==> src/rtl/reorder_buffer_pkg.sv <==
// Purpose: shared ROB sizing constants, entry layout and the tag wrap helper.
// Latency: n/a (types and a combinational function only).
// Backpressure: n/a.
package reorder_buffer_pkg;

   localparam int ROB_SIZE  = 16;
   localparam int ROB_WIDTH = 4;

   typedef logic [ROB_WIDTH-1:0] rob_tag_t;

   // Tag 0 means "no tag", so the usable tags are 1..ROB_SIZE-1.
   localparam rob_tag_t ZERO_ROB = '0;
   localparam rob_tag_t MAX_TAG  = rob_tag_t'(ROB_SIZE - 1);

   typedef struct packed {
      logic        busy;
      logic        ready;
      logic [4:0]  rd;
      logic [31:0] value;
      logic        mispredict;
      logic [31:0] target_pc;
   } rob_entry_t;

   // Next tag in circular order; wraps from MAX_TAG to 1 and never yields 0.
   function automatic rob_tag_t rob_tag_inc(input rob_tag_t t);
      return (t == MAX_TAG) ? rob_tag_t'(1) : t + rob_tag_t'(1);
   endfunction

endpackage

==> src/rtl/reorder_buffer.sv <==
// Purpose: in-order reorder buffer; allocates tags, captures CDB results, retires the head, flushes on mispredict.
// Latency: allocate at edge N, CDB write at N+1, commit outputs visible during N+2 (combinational from head).
// Backpressure: full stalls the decoder; an alloc while full or during a flush is dropped silently.
//
// Ports:
//   clk, rst                     clock, synchronous active-high reset
//   alloc_valid/alloc_rd         issue one instruction; alloc_tag is the tag it receives; full blocks it
//   cdb_valid/tag/value/mispredict/target_pc   result broadcast
//   q1_tag/q2_tag -> qN_ready/qN_value         operand lookup with same-cycle CDB bypass
//   commit_reg/commit_tag/commit_value         retire port to the register file
//   flush/flush_pc               restart request when a mispredicted branch retires
module reorder_buffer
   import reorder_buffer_pkg::*;
(
   input  logic        clk,
   input  logic        rst,
   input  logic        alloc_valid,
   input  logic [4:0]  alloc_rd,
   output logic [3:0]  alloc_tag,
   output logic        full,
   input  logic        cdb_valid,
   input  logic [3:0]  cdb_tag,
   input  logic [31:0] cdb_value,
   input  logic        cdb_mispredict,
   input  logic [31:0] cdb_target_pc,
   input  logic [3:0]  q1_tag,
   input  logic [3:0]  q2_tag,
   output logic        q1_ready,
   output logic        q2_ready,
   output logic [31:0] q1_value,
   output logic [31:0] q2_value,
   output logic [4:0]  commit_reg,
   output logic [3:0]  commit_tag,
   output logic [31:0] commit_value,
   output logic        flush,
   output logic [31:0] flush_pc
);

   rob_entry_t entries [ROB_SIZE];
   rob_tag_t   head;
   rob_tag_t   tail;
   rob_tag_t   count;

   rob_entry_t head_e;
   logic       commit_fire;
   logic       alloc_fire;
   logic       wb_fire;

   // Ready/value for an operand tag: stored result first, then the live CDB broadcast.
   function automatic logic [32:0] operand(input rob_tag_t q, input rob_entry_t e,
                                           input logic bv, input rob_tag_t bt,
                                           input logic [31:0] bval);
      if (q == ZERO_ROB)      return '0;
      if (e.ready)            return {1'b1, e.value};
      if (bv && (bt == q))    return {1'b1, bval};
      return '0;
   endfunction

   assign head_e      = entries[head];
   assign full        = (count == MAX_TAG);
   assign alloc_tag   = tail;

   // head_e.ready only counts when something is in flight; a CDB write to the head
   // lands at the edge, so the commit it enables is always a cycle later.
   assign commit_fire  = (count != ZERO_ROB) && head_e.ready;
   assign commit_reg   = commit_fire ? head_e.rd    : '0;
   assign commit_tag   = commit_fire ? head          : '0;
   assign commit_value = commit_fire ? head_e.value : '0;
   assign flush        = commit_fire && head_e.mispredict;
   assign flush_pc     = flush ? head_e.target_pc : '0;

   // full uses the pre-edge count, so a same-cycle commit never frees a slot for this alloc.
   assign alloc_fire = alloc_valid && !full && !flush;
   assign wb_fire    = cdb_valid && (cdb_tag != ZERO_ROB) && entries[cdb_tag].busy;

   assign {q1_ready, q1_value} = operand(q1_tag, entries[q1_tag], cdb_valid, cdb_tag, cdb_value);
   assign {q2_ready, q2_value} = operand(q2_tag, entries[q2_tag], cdb_valid, cdb_tag, cdb_value);

   always_ff @(posedge clk) begin
      if (rst || flush) begin
         // The retiring branch's rd write is already on the commit port this cycle.
         for (int i = 0; i < ROB_SIZE; i++) begin
            entries[i] <= '0;
         end
         head  <= rob_tag_t'(1);
         tail  <= rob_tag_t'(1);
         count <= '0;
      end else begin
         if (wb_fire) begin
            entries[cdb_tag].ready      <= 1'b1;
            entries[cdb_tag].value      <= cdb_value;
            entries[cdb_tag].mispredict <= cdb_mispredict;
            entries[cdb_tag].target_pc  <= cdb_target_pc;
         end
         // Head and tail only coincide when empty (no commit) or full (no alloc).
         if (commit_fire) begin
            entries[head] <= '0;
         end
         if (alloc_fire) begin
            entries[tail].busy       <= 1'b1;
            entries[tail].ready      <= 1'b0;
            entries[tail].rd         <= alloc_rd;
            entries[tail].mispredict <= 1'b0;
         end
         if (commit_fire) head <= rob_tag_inc(head);
         if (alloc_fire)  tail <= rob_tag_inc(tail);
         case ({alloc_fire, commit_fire})
            2'b10:   count <= count + rob_tag_t'(1);
            2'b01:   count <= count - rob_tag_t'(1);
            default: count <= count;
         endcase
      end
   end

endmodule

==> config.mk <==
export PLATFORM = sky130hd
export DESIGN_NAME = reorder_buffer
export DESIGN_NICKNAME = d
export VERILOG_FILES = /design/src/rtl/reorder_buffer_pkg.sv /design/src/rtl/reorder_buffer.sv
export SDC_FILE = /design/constraint.sdc
export NUM_CORES = 2
export LEC_CHECK = 0
export CAP_MARGIN = 10
export CORE_MARGIN = 5
export CORE_UTILIZATION = 50
export CTS_CLUSTER_SIZE = 8
export DETAILED_ROUTE_END_ITERATION = 8
export GPL_ROUTABILITY_DRIVEN = 0
export PLACE_DENSITY_LB_ADDON = 0.25
export SYNTH_ARGS = -nofsm -noshare
export SYNTH_HDL_FRONTEND = slang
export SYNTH_SLANG_ARGS = --single-unit
==> constraint.sdc <==
create_clock -name clk -period 4.1 [get_ports clk]
set_clock_uncertainty 0.05 [all_clocks]
set_input_delay 0.82 -clock clk [delete_from_list [all_inputs] [get_ports clk]]
set_output_delay 0.82 -clock clk [all_outputs]
set_load 0.02 [all_outputs]
==> results.yml <==
synthesis:
  synth_top_cells_by_count: "dfxtp_1 (1088), mux4_2 (684), nand3_1 (551)"
  synth_cells: 5710
  synth_area_per_cell_um2: 10.5
  syn_nets: 5808
  ys_types: 61
  synth_top_cell_area_share_pct: 36.4
  synth-seq-cells: 1168
  synth_warnings: 0
  synth_seq_area_share_pct: 40.4
  synth.most_common_cell: "dfxtp_1"
  postSynth.asyncResetShare_pct: 0
  synth_edf_count: 80
  yosys_most_used_dff: "dfxtp_1"
  yosysTopAreaCell: "dfxtp_1"
  synthTopCellsByArea: "dfxtp_1 (36%), mux4_2 (26%), a32oi_1 (4.7%)"
  synth_area_um2: 59900
finish:
  drive_gt1_share_pct: 25.0
  design_area_um2: 71800
  finalNetCount: 5936
  fin_cells: 7490
  area_growth_pct: 20.0
clocking:
  cts_htree_levels: 4
  root_buffer: "clkbuf_16"
  cts_tree: "yes"
  numCtsBuffers: 164
  clk_latency_ns: 0.79
  cts_hold_repair.buffers: 0
  cts_sinks: 1168
  clockBufferDepth: 3
  clk_pin_slew_ns: 0.06
worst_setup_path:
  crit_path_cell_trace: "clkbuf_16 -> buf_6 -> buf_12 -> clkbuf_16 -> mux4_2 -> mux4_2 -> and2_1 -> buf_2"
  cp-end-kind: "output port"
  crit_required_ns: 3.23
  worst_setup_path_start_kind: "flip-flop"
  crit_arrival_ns: 3.26
  cpPeakStageDelay_ns: 0.54
  crit_type: "reg -> out"
  critPathMaxFanout: 7
  slowest_stage: "mux4_2"
power:
  total_power_uw: 25700
  vdd_ir_drop_max_mv: 0.420
  intPower_uw: 19300
  combPwrFrac_pct: 6.5
  power_frac_seq_pct: 45.0
  p_clk_share_pct: 48.5
  p_per_area_nw_per_um2: 357
  leakagePower_uw: 0.0259
  p_sw_uw: 6380
  switching_share_pct: 24.9
global_routing:
  track_usage_pct: 37.8
  grt_pass1_vias: 54100
  grt_pass1_wl_um: 361000
  overflow: 0
  grt_antenna_before_repair: 12
  grt_max_degree: 122
timing:
  hold_slack_ns: 0.401
  fin_setup_tns_ns: -0.0666
  tightest_slew_ns: 0.933
  max_slew_margin_pct: 37.8
  post-route-period-util_pct: 101
  layout_min_cycle_time_ns: 4.13
  slew_viol_final: 0
  hold_viol_final: 0
  setup_viol: 4
  max_freq_mhz: 242
  layout_setup_ws_ns: -0.0319
  rsz0062_at_grt: "true"
detailed_routing:
  routedWlPerCell_um: 32.9
  viasPerCell: 7.32
  drt-total-wl_um: 246000
  initialDrtViolationCount: 8279
  drc: 0
  dr.pass1.iters: 8
  via_count: 54800
  detail-route-antenna-nets: 0
die:
  rows: 127
  fp.dieW_um: 356
  ios: 231
  core_um2: 119000
  fp.dieArea_um2: 127000
  start_util_pct: 50.1
  die-height_um: 356
job:
  drv_cap: 0
outcome:
  status: "finished, violations left"
  violations: "negative setup slack"
place:
  post-dp-hpwl_um: 138000
  dpl_cell_area_um2: 66200
  io_buffers: 230
  placedCellCount: 7204
hold_path:
  hold_path_class: "reg -> reg"
-- path summary, 6_finish.rpt --
check	startpoint	cells past startpoint	slack, ns	endpoint
worst min register to register	entries[3][14]$_SDFFE_PP0P_	2	0.40	entries[3][14]$_SDFFE_PP0P_
worst max-delay path	flip-flop	8	-0.03	commit_value[19]
worst max register to register	flip-flop	13	0.07	entries[8][62]$_SDFFE_PP0P_
worst min-delay path	entries[3][14]$_SDFFE_PP0P_	2	0.40	entries[3][14]$_SDFFE_PP0P_
-- placed cells by master (no fill, tap or decap), types with 149 or more instances in the layout --
cell type / synthesis / final
nand3_1: 551 / 551
and2_1: 194 / 186
mux4_2: 684 / 684
a32oi_1: 322 / 322
buf_4: 22 / 253
a22oi_1: 208 / 206
buf_12: 0 / 149
a21oi_1: 498 / 497
nand2_1: 463 / 454
dfxtp_1: 1088 / 1084
clkbuf_16: 0 / 172
nor2_1: 513 / 507
-- power by group through the flow --
stage	logic [µW]	registers, µW	clock network [µW]
final	1660	11600	12400
after global routing	1670	11600	13000
after CTS	1600	11600	12400
after detailed placement	1590	11800	0
after global placement	1580	11800	0
after floorplan	791	11800	0
-- logic make-up (layout without fill, tap and decap cells) --
logic type | after synthesis | in the layout | share of synthesized area (%)
multiplexers | 724 | 724 | 26.4
buffers and inverters | 730 | 889 | 5.07
XOR/XNOR | 11 | 11 | 0.161
AO/OA/AOI/OAI | 1081 | 1081 | 12.2
flip-flops | 1168 | 1168 | 40.4
other | 0 | 8 | 0
AND/OR/NAND/NOR | 1984 | 1985 | 15.5
adder cells (fa/ha/maj) | 12 | 12 | 0.263
-- metrics by stage --
step	util, %	setup slack [ns]
4_1_cts	59.9	-0.190
3_3_place_gp	55.4	-0.500
5_1_grt	60.1	-0.0672
6_report	60.1	-0.0319
2_1_floorplan	-	0.0535
3_5_place_dp	55.4	-0.527
-- critical path, delay by kind of cell (launching register included) --
kind | cells | cell delay, ns
flip-flops | 1 | 0.43
multiplexers | 2 | 1.05
AND/OR/NAND/NOR | 1 | 0.18
buffers and inverters | 5 | 0.79
-- area by class of cell --
| class | instances | area [µm²] |
|---|---|---|
| diodes | 8 | 20.0 |
| clock buffers | 183 | 4210 |
| clock inverters | 15 | 314 |
| fillers | 9587 | 47700 |
| inverters | 19 | 83.8 |
| multi-input cells | 3813 | 33200 |
| flip-flops and latches | 1168 | 24200 |
| well taps | 1612 | 2020 |
| repair buffers | 670 | 7790 |
| repair inverters | 2 | 17.5 |
-- sequential cells by signal, summed over array words and instances (netlist names), named ones only --
signal     cells
alloc_tag      4
head           4
entries     1152
count          4
-- routing by layer --
layer  global-route usage (%)  part of all wire, %  vias to the layer above
li1                         -                    -                    21900
met1                     47.7                   34                    26700
met2                     56.5                   44                     4942
met3                     11.7                   15                     1241
met4                     24.2                  7.6                        6
met5                        0                0.017                        -
-- timing repair --
| action | CTS | global route |
|---|---|---|
| gates resized for setup | 290 | 105 |
| cloned | 17 | 9 |
| pin swaps | 6 | 3 |
| buffers inserted | 39 | 17 |
| endpoints found under the setup margin | 140 | 68 |
Note: power is estimated with default switching activity, not from simulation.
